File: src/rtl/ife_pkg.sv
// ife_pkg: shared definitions for the IFE image-processing passes.
//   - default image geometry and pixel width
//   - threshold mode encodings (the 2-bit `sel` field)
//   - threshold-engine FSM state type
package ife_pkg;

  // Default geometry: 128x128 greyscale, 8-bit pixels.
  localparam int unsigned IFE_IMG_W = 128;
  localparam int unsigned IFE_IMG_H = 128;
  localparam int unsigned IFE_DW    = 8;
  localparam int unsigned IFE_AW    = $clog2(IFE_IMG_W * IFE_IMG_H);

  // Threshold modes.
  typedef enum logic [1:0] {
    MODE_BIN    = 2'd0,  // p > T ? MAX : 0
    MODE_INV    = 2'd1,  // p > T ? 0   : MAX
    MODE_TRUNC  = 2'd2,  // p > T ? T   : p
    MODE_TOZERO = 2'd3   // p > T ? p   : 0
  } mode_e;

  // Engine FSM. ST_MEAN is only reachable when the auto-threshold pass is built.
  typedef enum logic [1:0] {
    ST_IDLE = 2'd0,
    ST_MEAN = 2'd1,
    ST_PROC = 2'd2,
    ST_DONE = 2'd3
  } state_e;

endpackage

File: src/rtl/ife_thresh_op.sv
// ife_thresh_op: combinational threshold ALU, result = f(pixel, threshold, mode).
// All comparisons are unsigned and strict (pixel > threshold).
// Ports:
//   pix_i  [DW-1:0]  input pixel
//   thr_i  [DW-1:0]  threshold T
//   mode_i mode_e    threshold mode
//   res_c  [DW-1:0]  combinational result pixel
module ife_thresh_op
  import ife_pkg::*;
#(
  parameter int unsigned DW = IFE_DW
) (
  input  logic [DW-1:0] pix_i,
  input  logic [DW-1:0] thr_i,
  input  mode_e         mode_i,
  output logic [DW-1:0] res_c
);

  localparam logic [DW-1:0] PIX_MAX  = {DW{1'b1}};
  localparam logic [DW-1:0] PIX_ZERO = '0;

  logic above_c;

  // Mode select around a single shared comparator.
  always_comb begin
    res_c   = PIX_ZERO;
    above_c = (pix_i > thr_i);
    case (mode_i)
      MODE_BIN:    res_c = above_c ? PIX_MAX  : PIX_ZERO;
      MODE_INV:    res_c = above_c ? PIX_ZERO : PIX_MAX;
      MODE_TRUNC:  res_c = above_c ? thr_i    : pix_i;
      MODE_TOZERO: res_c = above_c ? pix_i    : PIX_ZERO;
      default:     res_c = PIX_ZERO;
    endcase
  end

endmodule

File: src/rtl/ife_thresh_engine.sv
// ife_thresh_engine: streams an IMG_W x IMG_H greyscale image from the host
// image port and writes one thresholded pixel per input pixel to the layer-0
// result memory, in raster order, one pixel per cycle.
//
// Build option: define IFE_AUTO_THR_EN to add a MEAN pass ahead of PROC that
// sums the whole image and uses (sum >> AW) as the threshold instead of `thr`.
//
// Ports:
//   clk      rising-edge clock
//   reset    synchronous, active-high
//   ready    start request (sampled in IDLE only)
//   busy     high from start until the last result write
//   iaddr    image read address; idata valid by the following rising edge
//   idata    image pixel
//   sel      threshold mode, latched at start
//   thr      programmable threshold, latched at start
//   addr     result memory address
//   data_wr  result pixel
//   wen      result memory write enable
//   data_rd  result memory read data (reserved, unused)
module ife_thresh_engine
  import ife_pkg::*;
#(
  parameter int unsigned IMG_W = IFE_IMG_W,
  parameter int unsigned IMG_H = IFE_IMG_H,
  parameter int unsigned DW    = IFE_DW,
  parameter int unsigned AW    = $clog2(IMG_W * IMG_H)
) (
  input  logic          clk,
  input  logic          reset,
  input  logic          ready,
  output logic          busy,
  output logic [AW-1:0] iaddr,
  input  logic [DW-1:0] idata,
  input  logic [1:0]    sel,
  input  logic [DW-1:0] thr,
  output logic [AW-1:0] addr,
  output logic [DW-1:0] data_wr,
  output logic          wen,
  input  logic [DW-1:0] data_rd
);

  localparam int unsigned   NPIX      = IMG_W * IMG_H;
  localparam logic [AW-1:0] LAST_ADDR = AW'(NPIX - 1);

  state_e        state_q, state_d;
  logic [AW-1:0] iaddr_q, iaddr_d;
  logic [AW-1:0] addr_q, addr_d;
  logic [DW-1:0] data_wr_q, data_wr_d;
  logic          wen_q, wen_d;
  logic          busy_q, busy_d;
  mode_e         mode_q, mode_d;
  logic [DW-1:0] thr_q, thr_d;
  logic          rd_done_q, rd_done_d;  // last pixel read; next PROC cycle is the final write
  logic [DW-1:0] op_res_c;

`ifdef IFE_AUTO_THR_EN
  localparam int unsigned SW = DW + AW;

  logic [SW-1:0] sum_q, sum_d;
  logic [SW-1:0] sum_next_c;
  logic [DW-1:0] unused_thr_c;

  // Programmed threshold is replaced by the image mean in this build.
  assign unused_thr_c = thr;
`endif

  logic unused_data_rd_c;
  assign unused_data_rd_c = ^data_rd;

  // Pixel ALU, driven by the latched mode/threshold so mid-run sel/thr changes are ignored.
  ife_thresh_op #(
    .DW (DW)
  ) u_op (
    .pix_i  (idata),
    .thr_i  (thr_q),
    .mode_i (mode_q),
    .res_c  (op_res_c)
  );

  // Next-state and next-output logic.
  always_comb begin
    state_d   = state_q;
    iaddr_d   = iaddr_q;
    addr_d    = addr_q;
    data_wr_d = data_wr_q;
    wen_d     = 1'b0;
    busy_d    = busy_q;
    mode_d    = mode_q;
    thr_d     = thr_q;
    rd_done_d = rd_done_q;
`ifdef IFE_AUTO_THR_EN
    sum_d      = sum_q;
    sum_next_c = sum_q + SW'(idata);
`endif

    case (state_q)
      ST_IDLE: begin
        iaddr_d = '0;
        busy_d  = 1'b0;
        if (ready) begin
          busy_d    = 1'b1;
          mode_d    = mode_e'(sel);
          rd_done_d = 1'b0;
`ifdef IFE_AUTO_THR_EN
          sum_d   = '0;
          state_d = ST_MEAN;
`else
          thr_d   = thr;
          state_d = ST_PROC;
`endif
        end
      end

`ifdef IFE_AUTO_THR_EN
      // Read-only sweep; the final pixel is folded in on the same edge the mean is taken.
      ST_MEAN: begin
        sum_d = sum_next_c;
        if (iaddr_q == LAST_ADDR) begin
          thr_d   = DW'(sum_next_c >> AW);
          iaddr_d = '0;
          state_d = ST_PROC;
        end else begin
          iaddr_d = iaddr_q + AW'(1);
        end
      end
`endif

      // Result for iaddr=k is registered at the end of cycle k and written in cycle k+1.
      ST_PROC: begin
        if (!rd_done_q) begin
          addr_d    = iaddr_q;
          data_wr_d = op_res_c;
          wen_d     = 1'b1;
          if (iaddr_q == LAST_ADDR) begin
            rd_done_d = 1'b1;  // hold iaddr at N-1, no wrap
          end else begin
            iaddr_d = iaddr_q + AW'(1);
          end
        end else begin
          busy_d  = 1'b0;
          state_d = ST_DONE;
        end
      end

      ST_DONE: begin
        iaddr_d = '0;
        busy_d  = 1'b0;
        state_d = ST_IDLE;
      end

      default: begin
        state_d = ST_IDLE;
      end
    endcase
  end

  // State and output registers.
  always_ff @(posedge clk) begin
    if (reset) begin
      state_q   <= ST_IDLE;
      iaddr_q   <= '0;
      addr_q    <= '0;
      data_wr_q <= '0;
      wen_q     <= 1'b0;
      busy_q    <= 1'b0;
      mode_q    <= MODE_BIN;
      thr_q     <= '0;
      rd_done_q <= 1'b0;
`ifdef IFE_AUTO_THR_EN
      sum_q     <= '0;
`endif
    end else begin
      state_q   <= state_d;
      iaddr_q   <= iaddr_d;
      addr_q    <= addr_d;
      data_wr_q <= data_wr_d;
      wen_q     <= wen_d;
      busy_q    <= busy_d;
      mode_q    <= mode_d;
      thr_q     <= thr_d;
      rd_done_q <= rd_done_d;
`ifdef IFE_AUTO_THR_EN
      sum_q     <= sum_d;
`endif
    end
  end

  assign busy    = busy_q;
  assign iaddr   = iaddr_q;
  assign addr    = addr_q;
  assign data_wr = data_wr_q;
  assign wen     = wen_q;

endmodule

File: config.mk
export PLATFORM = sky130hd
export DESIGN_NAME = ife_thresh_engine
export DESIGN_NICKNAME = d
export VERILOG_FILES = /design/src/rtl/ife_pkg.sv /design/src/rtl/ife_thresh_op.sv /design/src/rtl/ife_thresh_engine.sv
export SDC_FILE = /design/constraint.sdc
export NUM_CORES = 1
export LEC_CHECK = 0
export BUFFER_PORTS_ARGS = -buffer_cell sky130_fd_sc_hd__clkbuf_2
export CORE_ASPECT_RATIO = 1.4
export CORE_MARGIN = 2
export CORE_UTILIZATION = 34
export DETAILED_ROUTE_END_ITERATION = 8
export SLEW_MARGIN = 10
export SYNTH_ARGS = -nofsm -noshare
export SYNTH_HDL_FRONTEND = slang
export SYNTH_SLANG_ARGS = --single-unit
File: constraint.sdc
create_clock -name clk -period 3.1 [get_ports clk]
set_clock_uncertainty 0.2 [all_clocks]
set_input_delay 0.62 -clock clk [delete_from_list [all_inputs] [get_ports clk]]
set_output_delay 0.62 -clock clk [all_outputs]
set_load 0.03 [all_outputs]
== Word-level counts from Yosys, hierarchy flattened ==
Index checks and enable logic that the tools add are counted.
Widths: inputs -> output; s select.

* Multiplexer cells: 19
* Divide/modulo/power cells: 0
* Magnitude comparators: 1
* Reductions and logical operators: 13
* $add $sub $neg: 1
* Equal/unequal tests: 10
* Multiply operators: 0
* Bitwise logic cells: 2
* Shift operators: 0

{| class="wikitable"
|+ Operators with widths
! kind !! number
|-
| $mux 8 || 4
|-
| $pmux 8 s4 || 1
|-
| $mux 14 || 2
|-
| $pmux 14 s2 || 1
|-
| $add 14x1->14 const B || 1
|-
| $eq 14x14->1 const B || 1
|-
| $reduce_and 2->1 || 5
|-
| $eq 2x2->1 const B || 4
|-
| $gt 8x8->1 || 1
|-
| $ne 2x2->1 const B || 4
|-
| $mux 1 || 6
|-
| $logic_not 2->1 || 2
|-
| $mux 2 || 2
|-
| $pmux 2 s2 || 1
|-
| $reduce_bool 2->1 || 2
|-
| $reduce_or 2->1 || 2
|-
| $pmux 1 s3 || 1
|-
| $reduce_and 3->1 || 1
|-
| $reduce_bool 3->1 || 1
|-
| $eq 2x1->1 const B || 1
|-
| $not 1->1 || 2
|-
| $pmux 1 s2 || 1
|}

* Output and inout bits: 38
* Word-level logic and storage cells: 55
* Register bits: 51
* Memory bits (read-only): 0
* Bits in latches: 0
* Input bits: 29
* Memory bits (writable): 0
* Memories kept: 0

== Depth between registers and ports, before layout ==
* Word-level depth: 4
* Depth in mapped cells: 9
* Depth with buffers taken out: 7

== By module ==
From an unflattened synthesis, not the netlist that was laid out.

* Cell total of the unflattened synthesis: 356
* Area, all modules: 2720.1 µm²

{| class="wikitable"
|+ By module, submodules not included
! module !! cells an instance !! area each (µm²) !! instances
|-
| ife_thresh_engine || 277 || 2253.4 || 1
|-
| ife_thresh_op || 79 || 466.7 || 1
|}

== Least setup slack after synthesis ==
Ideal clock, no wire load.

* Path type: input port to flip-flop
* Start: in idata[1]
* End: reg data_wr_q[5], in the netlist data_wr[5]
* Setup slack: 608 ps
* Path buffers: 2
* Stages: 8
* Arrival time: 2201 ps
* Required time: 2809 ps
* Path through: ha_1 -> nor2b_1 -> o211ai_1 -> a211o_1 -> clkbuf_1 -> clkbuf_1 -> a31oi_1 -> a311oi_1

* Word-level cells in the longest chain between the ends: 3
* Elaborated cells between the ends (all ways): 6

{| class="wikitable"
|+ Ends and longest elaborated chain
! what !! line !! text
|-
| from (decl) || ife_thresh_engine.sv:34 || <nowiki>input logic [DW-1:0] idata,</nowiki>
|-
| $gt 8x8->1 * || ife_thresh_op.sv:27 || <nowiki>above_c = (pix_i > thr_i);</nowiki>
|-
| $mux 8 (on tied branches) || - ||
|-
| $pmux 8 s4 * || ife_thresh_op.sv:28 || <nowiki>case (mode_i)</nowiki>
|-
| to (signal assigned) || ife_thresh_engine.sv:177 || <nowiki>data_wr_q <= data_wr_d;</nowiki>
|-
| to (decl) || ife_thresh_engine.sv:49 || <nowiki>logic [DW-1:0] data_wr_q, data_wr_d;</nowiki>
|}

Every way passes the cells marked *; elsewhere a longest branch is shown, timed or not.
A chain may end at the register's enable or synchronous reset.

== Worst setup path after layout ==
* Start: reg iaddr_q[0], in the netlist iaddr[0]
* End: reg iaddr_q[8], in the netlist iaddr[8]

* Word-level cells in the longest chain between the ends: 4
* Elaborated cells between the ends (all ways): 7

{| class="wikitable"
|+ Ends and longest elaborated chain
! what !! line !! text
|-
| from (decl) || ife_thresh_engine.sv:47 || <nowiki>logic [AW-1:0] iaddr_q, iaddr_d;</nowiki>
|-
| from (signal assigned) || ife_thresh_engine.sv:175 || <nowiki>iaddr_q <= iaddr_d;</nowiki>
|-
| $add 14x1->14 || ife_thresh_engine.sv:138 || <nowiki>iaddr_d = iaddr_q + AW'(1);</nowiki>
|-
| $mux 14 || ife_thresh_engine.sv:135 || <nowiki>if (iaddr_q == LAST_ADDR) begin</nowiki>
|-
| $mux 14 || ife_thresh_engine.sv:131 || <nowiki>if (!rd_done_q) begin</nowiki>
|-
| $pmux 14 s2 || ife_thresh_engine.sv:97 || <nowiki>case (state_q)</nowiki>
|}

Several ways; a longest one is shown, not always the timed one. The select of a mux whose other input is x is not followed.

==> impl_metrics.json <==
{
  "min_period_ps": 2740,
  "initial_core_util_pct": 35.0,
  "coreArea_sq_um": 7310,
  "synth_edf_count": 0,
  "cts_max_path_buffers": 2,
  "synth_most_common_cell": "nand2_1",
  "dieArea_sq_um": 8260,
  "cts_setup_buffers": 0,
  "syn2layout_area_growth_pct": 19.0,
  "cp.arrival_ps": 2720,
  "tns_ps": 0,
  "grt_max_degree": 32,
  "drtIter0Drc": 83,
  "htreeDepth": 2,
  "clkTransAtPathRegs_ps": 100,
  "setup.worst_path.start_class": "flip-flop",
  "drv_cap": 0,
  "async_reset_ff_share_pct": 0,
  "cts.sink_count": 51,
  "postPlaceCellArea_sq_um": 2930,
  "ys_warn_count": 0,
  "mappedNetlistNets": 375,
  "multi_input_area_sq_um": 1400,
  "cts_resized": 0,
  "synth.area.top_cells": "dfxtp_1 (40%), nand2_1 (11%), a21oi_1 (10%), ha_1 (6.3%), nand4_1 (2.9%)",
  "critPathKind": "flip-flop to flip-flop",
  "status": "finished clean",
  "worstSetupEndpointType": "flip-flop",
  "synthTopCellsByCount": "nand2_1 (74), a21oi_1 (51), dfxtp_1 (51)",
  "die_x_microns": 77.4,
  "route.detailed.drc": 0,
  "synth_flop_cell": "dfxtp_1",
  "hpwl_mm": 4.80,
  "p_leak_nw": 1.17,
  "synth.top_cell.area_share_pct": 39.8,
  "grt_pass1_vias": 2400,
  "powerDensity_nw_per_um2": 502,
  "cts_root_buf": "clkbuf_8",
  "cts_hold_buffers": 0,
  "max_slew.worst_pin.slew_ps": 843,
  "required_ps": 3080,
  "gp_congestion": 0.755,
  "final_antenna_net_count": 0,
  "postRouteWirelength_mm": 6.51,
  "grt_usage_pct": 16.4,
  "wl_per_cell_microns": 13.6,
  "slew_violations": 0,
  "cts_buffers": 5,
  "rsz0062_at_grt": "false",
  "cts_tree": "yes",
  "io_pins": 67,
  "irDropWorstVdd_v": 0.000221,
  "hold_class": "flip-flop to flip-flop",
  "yosysSeqAreaShare_pct": 39.8,
  "postLayoutCellArea_sq_um": 3050,
  "slew_headroom_pct": 43.8,
  "overflow": 0,
  "clock.fmax_mhz": 366,
  "port_buffers": 58,
  "synth_area_leader_cell": "dfxtp_1",
  "hold_viol_final": 0,
  "nFillCells": 782,
  "power.total_mw": 1.53,
  "synth_area_per_cell_sq_um": 7.70,
  "clkLatencyLatePin_ps": 300,
  "row_count": 37,
  "final_nets": 424,
  "drt_first_pass_iters": 6,
  "hold_slack_ps": 259,
  "dr_total_vias": 2534,
  "layout-drive-gt1-share_pct": 20.4,
  "synthesis.area_sq_um": 2560,
  "period_share_pct": 88.3,
  "avgViaCountPerCell": 5.28,
  "finalSetupViolations": 0,
  "ys_seq_elements": 51,
  "seq_area_sq_um": 1020,
  "syn_inst": 333,
  "antenna_found_initial": 0,
  "dieHeight_microns": 107,
  "ys_types": 40,
  "cp_max_fo": 27,
  "num_antenna_cells": 0,
  "grt_pass1_wl_mm": 11.0
}
## cells in the final DEF, fill, tap and decap left out, drive strengths merged, types with 2 or more instances in the layout
cell type / netlist / final
inv: 12 / 12
nor2b: 3 / 3
nor2: 15 / 15
nand3: 4 / 4
nand4: 12 / 12
a31oi: 8 / 8
ha: 13 / 13
o31ai: 8 / 8
and3: 3 / 3
a21oi: 51 / 51
and2: 4 / 4
nand2: 74 / 74
clkbuf: 17 / 64
buf: 6 / 7
dfxtp: 51 / 51
nor3: 3 / 3
or4b: 2 / 2
a311oi: 8 / 8
or4: 9 / 9
nand2b: 2 / 2
or3: 2 / 2
and4: 2 / 2
o21ai: 13 / 13
## cells by family (layout without fill, tap and decap cells)
kind of cell             count (synthesis)  in the layout  synth area share, %
AND/OR/NAND/NOR                        136            136                 25.4
AO/OA/AOI/OAI                           96             96                 22.2
multiplexers                             1              1                0.390
XOR/XNOR                                 1              1                0.342
buffers and inverters                   35             85                 5.51
flip-flops                              51             51                 39.8
adder cells (fa/ha/maj)                 13             13                 6.34
## worst max-delay path: stages, from the launching register on
cell,delay [ps]
dfxtp_1,380
ha_1,280
and4_4,210
and3_1,170
a221o_1,630
o21bai_1,450
buf_4,250
a21oi_1,50
## routing by layer
metal	GRT usage, %	share of wire, %	vias to the layer above
met5	0	0	-
met4	5.36	1.4	0
li1	-	-	1284
met1	18.7	42	1174
met3	2.10	3.4	8
met2	31.1	53	68
## sequential cells by signal, indices dropped and copies added, names as in the netlist, 2 cells and up
register / cells
mode_q: 2
data_wr: 8
iaddr: 14
state_q: 2
addr: 14
thr_q: 8
## power breakdown
part	switching, mW	total, mW	internal [mW]
Combinational	0.216	0.326	0.109
Clock	0.225	0.487	0.262
Sequential	0.0291	0.720	0.691
## per-stage QoR
stage | cells | worst slack [ps] | utilization [%]
detailed placement | 472 | 374 | 40.1
floorplan | 333 | 608 | -
CTS | 480 | 344 | 41.7
global placement | 472 | 385 | 40.1
global route | 480 | 117 | 41.7
finish | 480 | 364 | 41.7
## area by class of cell
type | instances | share of cell area (%)
clock inverter | 2 | 1.15
multi-input combinational | 247 | 46.0
sequential | 51 | 33.5
clock buffer | 6 | 2.71
timing repair buffer | 65 | 11.2
inverter | 12 | 1.48
tap | 97 | 3.98
## worst paths after layout
path / slack (ps) / to / cells after the start / startpoint
setup / recovery: 360 / iaddr[8] / 7 / iaddr[0]
hold / removal: 260 / thr_q[2] / 2 / thr_q[2]
setup reg to reg: 360 / iaddr[8] / 7 / iaddr[0]
hold reg to reg: 260 / thr_q[2] / 2 / thr_q[2]
Note: power is estimated with default switching activity, not from simulation.
